File: src/rtl/t05_cb_sram_sched.sv
// CODEBOOK-phase SRAM port scheduler.
// Shares one 32-bit SRAM port between 64-bit htree reads and 128-bit codepath writes.
// Each access is split into word transfers. A single pending slot buffers the write request.
module t05_cb_sram_sched #(
    parameter logic [31:0] HT_BASE = 32'h0000_0000,
    parameter logic [31:0] CB_BASE = 32'h0000_0800
) (
    input  logic         clk_i,
    input  logic         rst_i,
    input  logic         en_i,
    input  logic         rd_req_i,
    input  logic [6:0]   rd_index_i,
    output logic [63:0]  rd_data_o,
    output logic         rd_valid_o,
    input  logic         wr_req_i,
    input  logic [7:0]   wr_index_i,
    input  logic [127:0] wr_path_i,
    output logic         wr_done_o,
    output logic         wr_ovf_o,
    output logic         busy_o,
    output logic         sram_req_o,
    output logic         sram_we_o,
    output logic [31:0]  sram_addr_o,
    output logic [31:0]  sram_wdata_o,
    input  logic [31:0]  sram_rdata_i,
    input  logic         sram_ack_i
);

    typedef enum logic [1:0] {StIdle, StRd, StWr, StRsp} state_e;

    state_e         state_q, state_d;
    logic [1:0]     word_q, word_d;
    logic [6:0]     rd_idx_q, rd_idx_d;
    logic           rsp_wr_q, rsp_wr_d;
    logic [63:0]    rd_data_q, rd_data_d;
    logic           pend_q, pend_d;
    logic [7:0]     pend_idx_q, pend_idx_d;
    logic [127:0]   pend_path_q, pend_path_d;
    logic           ovf_q, ovf_d;
    logic           pend_clr;

    logic [31:0]    ht_addr;
    logic [31:0]    cb_addr;
    logic [31:0]    path_word;

    assign ht_addr = HT_BASE + {22'd0, rd_idx_q, 3'd0} + {28'd0, word_q, 2'd0};
    assign cb_addr = CB_BASE + {20'd0, pend_idx_q, 4'd0} + {28'd0, word_q, 2'd0};

    // Path words go out most-significant first.
    always_comb begin
        path_word = pend_path_q[127:96];
        unique case (word_q)
            2'd0:    path_word = pend_path_q[127:96];
            2'd1:    path_word = pend_path_q[95:64];
            2'd2:    path_word = pend_path_q[63:32];
            2'd3:    path_word = pend_path_q[31:0];
            default: path_word = pend_path_q[127:96];
        endcase
    end

    // Transaction sequencing: arbitration in IDLE, word stepping on ack, one response cycle.
    always_comb begin
        state_d   = state_q;
        word_d    = word_q;
        rd_idx_d  = rd_idx_q;
        rsp_wr_d  = rsp_wr_q;
        rd_data_d = rd_data_q;
        pend_clr  = 1'b0;
        unique case (state_q)
            StIdle: begin
                if (en_i) begin
                    // A write arriving this cycle already counts as pending, so it beats a read.
                    if (pend_q || wr_req_i) begin
                        state_d  = StWr;
                        word_d   = 2'd0;
                        rsp_wr_d = 1'b1;
                    end else if (rd_req_i) begin
                        state_d  = StRd;
                        word_d   = 2'd0;
                        rd_idx_d = rd_index_i;
                        rsp_wr_d = 1'b0;
                    end
                end
            end
            StRd: begin
                if (sram_ack_i) begin
                    if (word_q == 2'd0) begin
                        rd_data_d[63:32] = sram_rdata_i;
                    end else begin
                        rd_data_d[31:0] = sram_rdata_i;
                    end
                    if (word_q == 2'd1) begin
                        state_d = StRsp;
                        word_d  = 2'd0;
                    end else begin
                        word_d = word_q + 2'd1;
                    end
                end
            end
            StWr: begin
                if (sram_ack_i) begin
                    if (word_q == 2'd3) begin
                        state_d  = StRsp;
                        word_d   = 2'd0;
                        pend_clr = 1'b1;
                    end else begin
                        word_d = word_q + 2'd1;
                    end
                end
            end
            StRsp: begin
                state_d = StIdle;
            end
            default: begin
                state_d = StIdle;
            end
        endcase
    end

    // Pending write slot: first request wins, later ones only flag overflow.
    always_comb begin
        pend_d      = pend_q;
        pend_idx_d  = pend_idx_q;
        pend_path_d = pend_path_q;
        ovf_d       = ovf_q;
        if (wr_req_i) begin
            if (pend_q) begin
                ovf_d = 1'b1;
            end else begin
                pend_d      = 1'b1;
                pend_idx_d  = wr_index_i;
                pend_path_d = wr_path_i;
            end
        end
        if (pend_clr) begin
            pend_d = 1'b0;
        end
    end

    // SRAM port drive; address and data are quiet outside a transfer.
    always_comb begin
        sram_req_o   = 1'b0;
        sram_we_o    = 1'b0;
        sram_addr_o  = 32'd0;
        sram_wdata_o = 32'd0;
        if (state_q == StRd) begin
            sram_req_o  = 1'b1;
            sram_addr_o = ht_addr;
        end else if (state_q == StWr) begin
            sram_req_o   = 1'b1;
            sram_we_o    = 1'b1;
            sram_addr_o  = cb_addr;
            sram_wdata_o = path_word;
        end
    end

    assign rd_valid_o = (state_q == StRsp) && !rsp_wr_q;
    assign wr_done_o  = (state_q == StRsp) && rsp_wr_q;
    assign rd_data_o  = rd_data_q;
    assign wr_ovf_o   = ovf_q;
    assign busy_o     = (state_q != StIdle) || pend_q;

    // State and slot registers; reset abandons any partial transfer.
    always_ff @(posedge clk_i) begin
        if (rst_i) begin
            state_q     <= StIdle;
            word_q      <= 2'd0;
            rd_idx_q    <= 7'd0;
            rsp_wr_q    <= 1'b0;
            rd_data_q   <= 64'd0;
            pend_q      <= 1'b0;
            pend_idx_q  <= 8'd0;
            pend_path_q <= 128'd0;
            ovf_q       <= 1'b0;
        end else begin
            state_q     <= state_d;
            word_q      <= word_d;
            rd_idx_q    <= rd_idx_d;
            rsp_wr_q    <= rsp_wr_d;
            rd_data_q   <= rd_data_d;
            pend_q      <= pend_d;
            pend_idx_q  <= pend_idx_d;
            pend_path_q <= pend_path_d;
            ovf_q       <= ovf_d;
        end
    end

endmodule
File: config.mk
export PLATFORM = sky130hd
export DESIGN_NAME = t05_cb_sram_sched
export DESIGN_NICKNAME = d
export VERILOG_FILES = /design/src/rtl/t05_cb_sram_sched.sv
export SDC_FILE = /design/constraint.sdc
export NUM_CORES = 1
export LEC_CHECK = 0
export ABC_AREA = 1
export CAP_MARGIN = 20
export CORE_ASPECT_RATIO = 1.2
export CORE_UTILIZATION = 45
export DETAILED_ROUTE_END_ITERATION = 10
export HOLD_SLACK_MARGIN = 0.05
export PLACE_DENSITY = 0.79
export RECOVER_POWER = 100
export SLEW_MARGIN = 20
export SYNTH_ARGS = -nofsm -noshare
export SYNTH_HDL_FRONTEND = slang
export SYNTH_SLANG_ARGS = --single-unit
File: constraint.sdc
create_clock -name clk_i -period 3.9 [get_ports clk_i]
set_clock_uncertainty 0.2 [all_clocks]
set_input_delay 0.78 -clock clk_i [delete_from_list [all_inputs] [get_ports clk_i]]
set_output_delay 0.78 -clock clk_i [all_outputs]
set_load 0.05 [all_outputs]
### Word-level counts from Yosys, hierarchy flattened

Cells that the tools add are included.

* register bits: 214

* reduce and logical (&&, ||, !) cells: 19
* mux-type cells: 29
* add/sub/neg operators: 4
* equality and inequality tests: 12
* bitwise logic cells: 3

Operators with widths (number)
* 32-bit one-hot mux with 4 select lines: 1
* 32-bit 2-to-1 mux: 2
* 14-bit 2-to-1 mux: 2
* 2-bit 2-to-1 mux: 14
* 13-bit by 4-bit adder with 14-bit output: 1
* 12-bit by 12-bit adder with 13-bit output, first input constant: 1
* 10-bit by 4-bit adder with 11-bit output: 1
* 2-bit inequality test, second input constant: 5
* 3-bit AND reduction: 3
* 2-bit equality test, second input constant: 4
* 1-bit 2-to-1 mux: 8
* 2-bit one-hot mux with 4 select lines: 1
* 2-bit one-hot mux with 3 select lines: 1
* 6-bit AND reduction: 1
* 5-bit AND reduction: 1
* 2-bit by 1-bit equality test with 1-bit output, second input constant: 2
* 2-bit logical NOT: 2
* 2-bit AND reduction: 2
* 4-bit AND reduction: 1
* 2-bit nonzero test: 2
* 3-bit inequality test, second input constant: 1
* 1-bit NOT: 3
* 3-bit nonzero test: 1
* 2-bit by 1-bit adder with 2-bit output, second input constant: 1
* other kinds (4): 6

### Longest topological paths before layout

* word-level depth: 5
* mapped depth: 11

### Worst setup path before layout

Ideal clock, no wire load.

* path type: register to output
* start: register state_q[0]
* end: output sram_addr_o[3]
* slack: 0.430 ns
* path buffers: 1
* arrival time: 2.490 ns
* cell stages (with the launch flop): 8
* data required time: 2.920 ns
* cells stage by stage: dfxtp_1 inv_1 ha_1 inv_2 nor2_1 buf_2 inv_1 o21ai_0

* word-level cells in the longest chain between the ends: 3
* elaborated cells on any way between the ends: 4
* classes of those cells: 2 x eq/ne; 2 x mux

RTL lines
* start, declared: line 31 `state_e state_q, state_d;`
* start signal, assigned: line 166 `state_q <= StIdle;`
* start signal, assigned: line 176 `state_q <= state_d;`
* 2-bit equality test: line 149 `end else if (state_q == StWr) begin`
* 14-bit 2-to-1 mux: line 149
* 14-bit 2-to-1 mux (*): line 146 `if (state_q == StRd) begin`
* end, declared: line 23 `output logic [31:0] sram_addr_o,`

Mark *: on every way between the ends. The rest lies on a longest branch, timed or not.

### Worst setup path in the final report

* start: register word_q[0]
* end: output sram_wdata_o[7]

* word-level cells in the longest chain between the ends: 4
* elaborated cells on any way between the ends: 7
* classes of those cells: 3 x eq/ne; 3 x mux; 1 x reduce/logical

RTL lines
* start, declared: line 32 `logic [1:0] word_q, word_d;`
* start signal, assigned: line 177 `word_q <= word_d;`
* 2-bit equality test, or another cell as far along: line 52 `unique case (word_q)`
* 32-bit one-hot mux with 4 select lines (*): line 52
* 32-bit 2-to-1 mux (*): line 149
* 32-bit 2-to-1 mux (*): line 146
* end, declared: line 24 `output logic [31:0] sram_wdata_o,`

Marked as above.

==> summary.txt <==
Global routing
  • Total track usage: 26.3%
  • Vias in the first global route: 8679
  • First-pass GRT wire length: 43.0 mm
  • Largest net degree at the start of global routing: 82
  • Antenna violations before repair: 0
  • Gr ovfl total: 0

Logic synthesis
  • Post-Synthesis Cell Area: 8940 um^2
  • Number of synthesized flops with an enable pin: 0
  • FFs w/ async S/R, synth: 0%
  • Top post-synthesis cells by area: dfxtp_1 48%, nor2_1 15%, o21ai_0 11%, nand2_1 6.1%, a21oi_1 4.1%
  • Dominant synthesized flop cell: dfxtp_1
  • Area leader, netlist: dfxtp_1
  • Synthesized flop and latch total: 214
  • Mapped Cells: 1237
  • Avg Inst Size Synth: 7.23 um^2
  • Synth warnings: 0
  • Post-synth cell types: 27
  • Synth top area share: 47.9%
  • Register area share after synthesis: 47.9%

Floorplanning
  • Die area: 20400 um^2
  • Die Y: 156 um
  • Row count: 56
  • Die W: 131 um
  • Core area: 19500 um^2
  • I/O Pins: 315
  • Initial core utilization: 45.9%

Timing
  • Final Max Tran Viols: 103
  • Setup TNS: 0 ns
  • Fin worst setup slack: 0.235 ns
  • # setup viols final: 0
  • Rel. slew slack: -23.4%
  • RSZ-0062 raised after global routing: no
  • Fmax: 273 MHz
  • Slew at the pin closest to its max-slew limit: 1.85 ns
  • Final Hold Fails: 0
  • Final period util: 94.0%
  • Final Critical Period: 3.67 ns

Final layout
  • Layout cell share with drive strength beyond 1: 6.35%
  • N_diodes: 0
  • Layout area overhead: 39.2%
  • Layout Nets: 1673

Worst hold path
  • Hold EP: rd_data_o[32]$_SDFFE_PP0P_
  • Hold path cells: 2
  • Hold Startpoint: rd_data_o[32]$_SDFFE_PP0P_
  • Hold Path Class: reg2reg

Placement
  • HPWL after DPL: 18.3 mm
  • Gpl congestion: 0.897
  • Port bufs: 293
  • Pre-CTS setup slack: 0.589 ns

Setup path
  • Worst Path Arrival: 2.69 ns
  • R2R setup slack: 1.47 ns
  • Max Fanout on Critical Path: 16
  • Worst Reg-to-Reg Cells: 9
  • Crit path kind: reg2out
  • Worst Setup Start Kind: register
  • Worst flop-to-flop path endpoint: rd_data_o[53]$_SDFFE_PP0P_
  • Req. time, crit path: 2.92 ns
  • Crit end category: output port
  • Worst R2R Start: state_q[1]$_SDFFE_PP0P_

Routing
  • WL final: 27.8 mm
  • Vias/cell: 5.18
  • # DRC: 0
  • First drt pass iteration count: 5
  • Wire per inst: 15.8 um
  • Iteration-0 DRC Markers: 655
  • Final ANT Viol Nets: 0
  • Vias: 9109

Clock tree
  • Clk buf depth: 3
  • CTS clk-pin slew, worst paths: 0.06 ns
  • Clk_lat worst skew: 0.50 ns
  • Cts bufs inserted: 22
  • CTS tree: yes
  • H-tree levels: 1
  • Number of setup buffers added after CTS: 0
  • Sink Count: 214
  • Clock Root Buffer: clkbuf_16

Flow run
  • Max Cap Viol: 2

Pwr
  • Maximum VDD drop: 0.439 mV
  • Pwr dens: 599 nW/um^2
  • Leakage: 5.17 nW

Outcome
  • Violated checks: capacitance limit, slew limit
  • Outcome: finished with violations
-- repair_timing --
action	in CTS	in global routing
resized for setup	0	7
hold buffers	0	0
setup endpoints to repair	0	7
-- cell usage in the layout (no fill, tap or decap) --
master	instances
dfxtp_1	214
clkdlybuf4s50_1	179
xor2_1	1
clkbuf_16	23
o21a_1	1
bufinv_16	4
clkinv_2	3
a22o_1	1
conb_1	21
o21ai_0	210
nor2_4	1
buf_4	23
dlygate4sd3_1	75
clkbuf_8	1
buf_12	3
o21bai_1	1
nand3b_1	1
a311oi_1	1
ha_1	12
clkbuf_2	26
nor2_2	1
nand2_1	146
nor2_1	359
a31oi_1	32
clkinvlp_4	4
inv_2	4
nand2_4	1
inv_1	18
nand4_1	2
clkbuf_1	13
inv_4	1
nand3_1	41
a21oi_1	73
-- registers in the layout, indices dropped and copies added (netlist names) --
| name | count |
|---|---|
| state_q | 2 |
| rd_data_o | 64 |
| word_q | 2 |
| rsp_wr_q | 1 |
| rd_idx_q | 7 |
| wr_ovf_o | 1 |
| pend_q | 1 |
| pend_idx_q | 8 |
| pend_path_q | 128 |
-- worst max-delay path: stages (launching register included) --
cell and delay (ns):
dfxtp_1 0.38, inv_1 0.13, ha_1 0.24, inv_1 0.43
clkbuf_2 0.38, o21ai_0 0.13, a31oi_1 0.19, clkbuf_2 0.30
-- routing by layer --
metal | GRT usage [%] | part of all wire, %
met2 | 45.7 | 48
met1 | 30.1 | 40
met5 | 0 | 0
met3 | 8.10 | 10
met4 | 9.52 | 2.7
-- synthesized netlist by cell type, types with 2 or more instances --
master / n
nor2_1: 360
buf_6: 6
a21oi_1: 73
nand2_1: 146
o21ai_0: 196
nand3_1: 41
dfxtp_1: 214
buf_4: 28
a31oi_1: 32
inv_1: 18
o21ai_1: 14
inv_2: 4
nand4_1: 2
buf_2: 27
ha_1: 12
clkbuf_1: 53
-- worst max-delay path by stage --
stage,from,endpoint,slack [ns],cells after the start
6_report,word_q[0]$_SDFFE_PP0P_,sram_wdata_o[7],0.23,7
5_1_grt,word_q[0]$_SDFFE_PP0P_,sram_wdata_o[5],0.08,6
4_1_cts,state_q[0]$_SDFFE_PP0P_,sram_addr_o[6],0.04,8
3_5_place_dp,state_q[0]$_SDFFE_PP0P_,sram_addr_o[6],0.59,8
3_3_place_gp,state_q[0]$_SDFFE_PP0P_,sram_addr_o[9],0.71,8
2_1_floorplan,state_q[0]$_SDFFE_PP0P_,sram_addr_o[3],0.43,7
-- where the power goes --
part | total [mW] | internal (mW) | switching (mW)
combinational | 2.70 | 0.779 | 1.93
sequential | 2.51 | 2.40 | 0.116
clock | 2.24 | 1.37 | 0.873
-- per-stage QoR --
stage,std cells,power [mW],util (%),instance area (um^2),hold slack (ns)
6_report,1757,7.46,63.9,12400,0.257
3_5_place_dp,1717,5.34,60.5,11800,0.256
2_1_floorplan,1257,4.42,-,9020,0.239
3_3_place_gp,1717,5.31,60.5,11800,0.247
5_1_grt,1757,7.82,63.9,12400,0.281
4_1_cts,1757,7.59,64.5,12600,0.262
-- area by class of cell --
| type | count | area, um^2 |
|---|---|---|
| Fill cell | 1775 | 7030 |
| Multi-Input combinational cell | 905 | 4040 |
| Clock buffer | 29 | 608 |
| Inverter | 23 | 88.8 |
| Clock inverter | 11 | 165 |
| Sequential cell | 214 | 4280 |
| Tap cell | 261 | 327 |
| Timing Repair Buffer | 314 | 2940 |
-- kinds of logic after synthesis --
kind of cell,synth area share (%)
AND/OR/NAND/NOR,24.0
AO/OA/AOI/OAI,18.4
flip-flops,47.9
buffers and inverters,7.88
adder cells (fa/ha/maj),1.68
XOR/XNOR,0.0980
other,0.0419
Note: power is estimated with default switching activity, not from simulation.
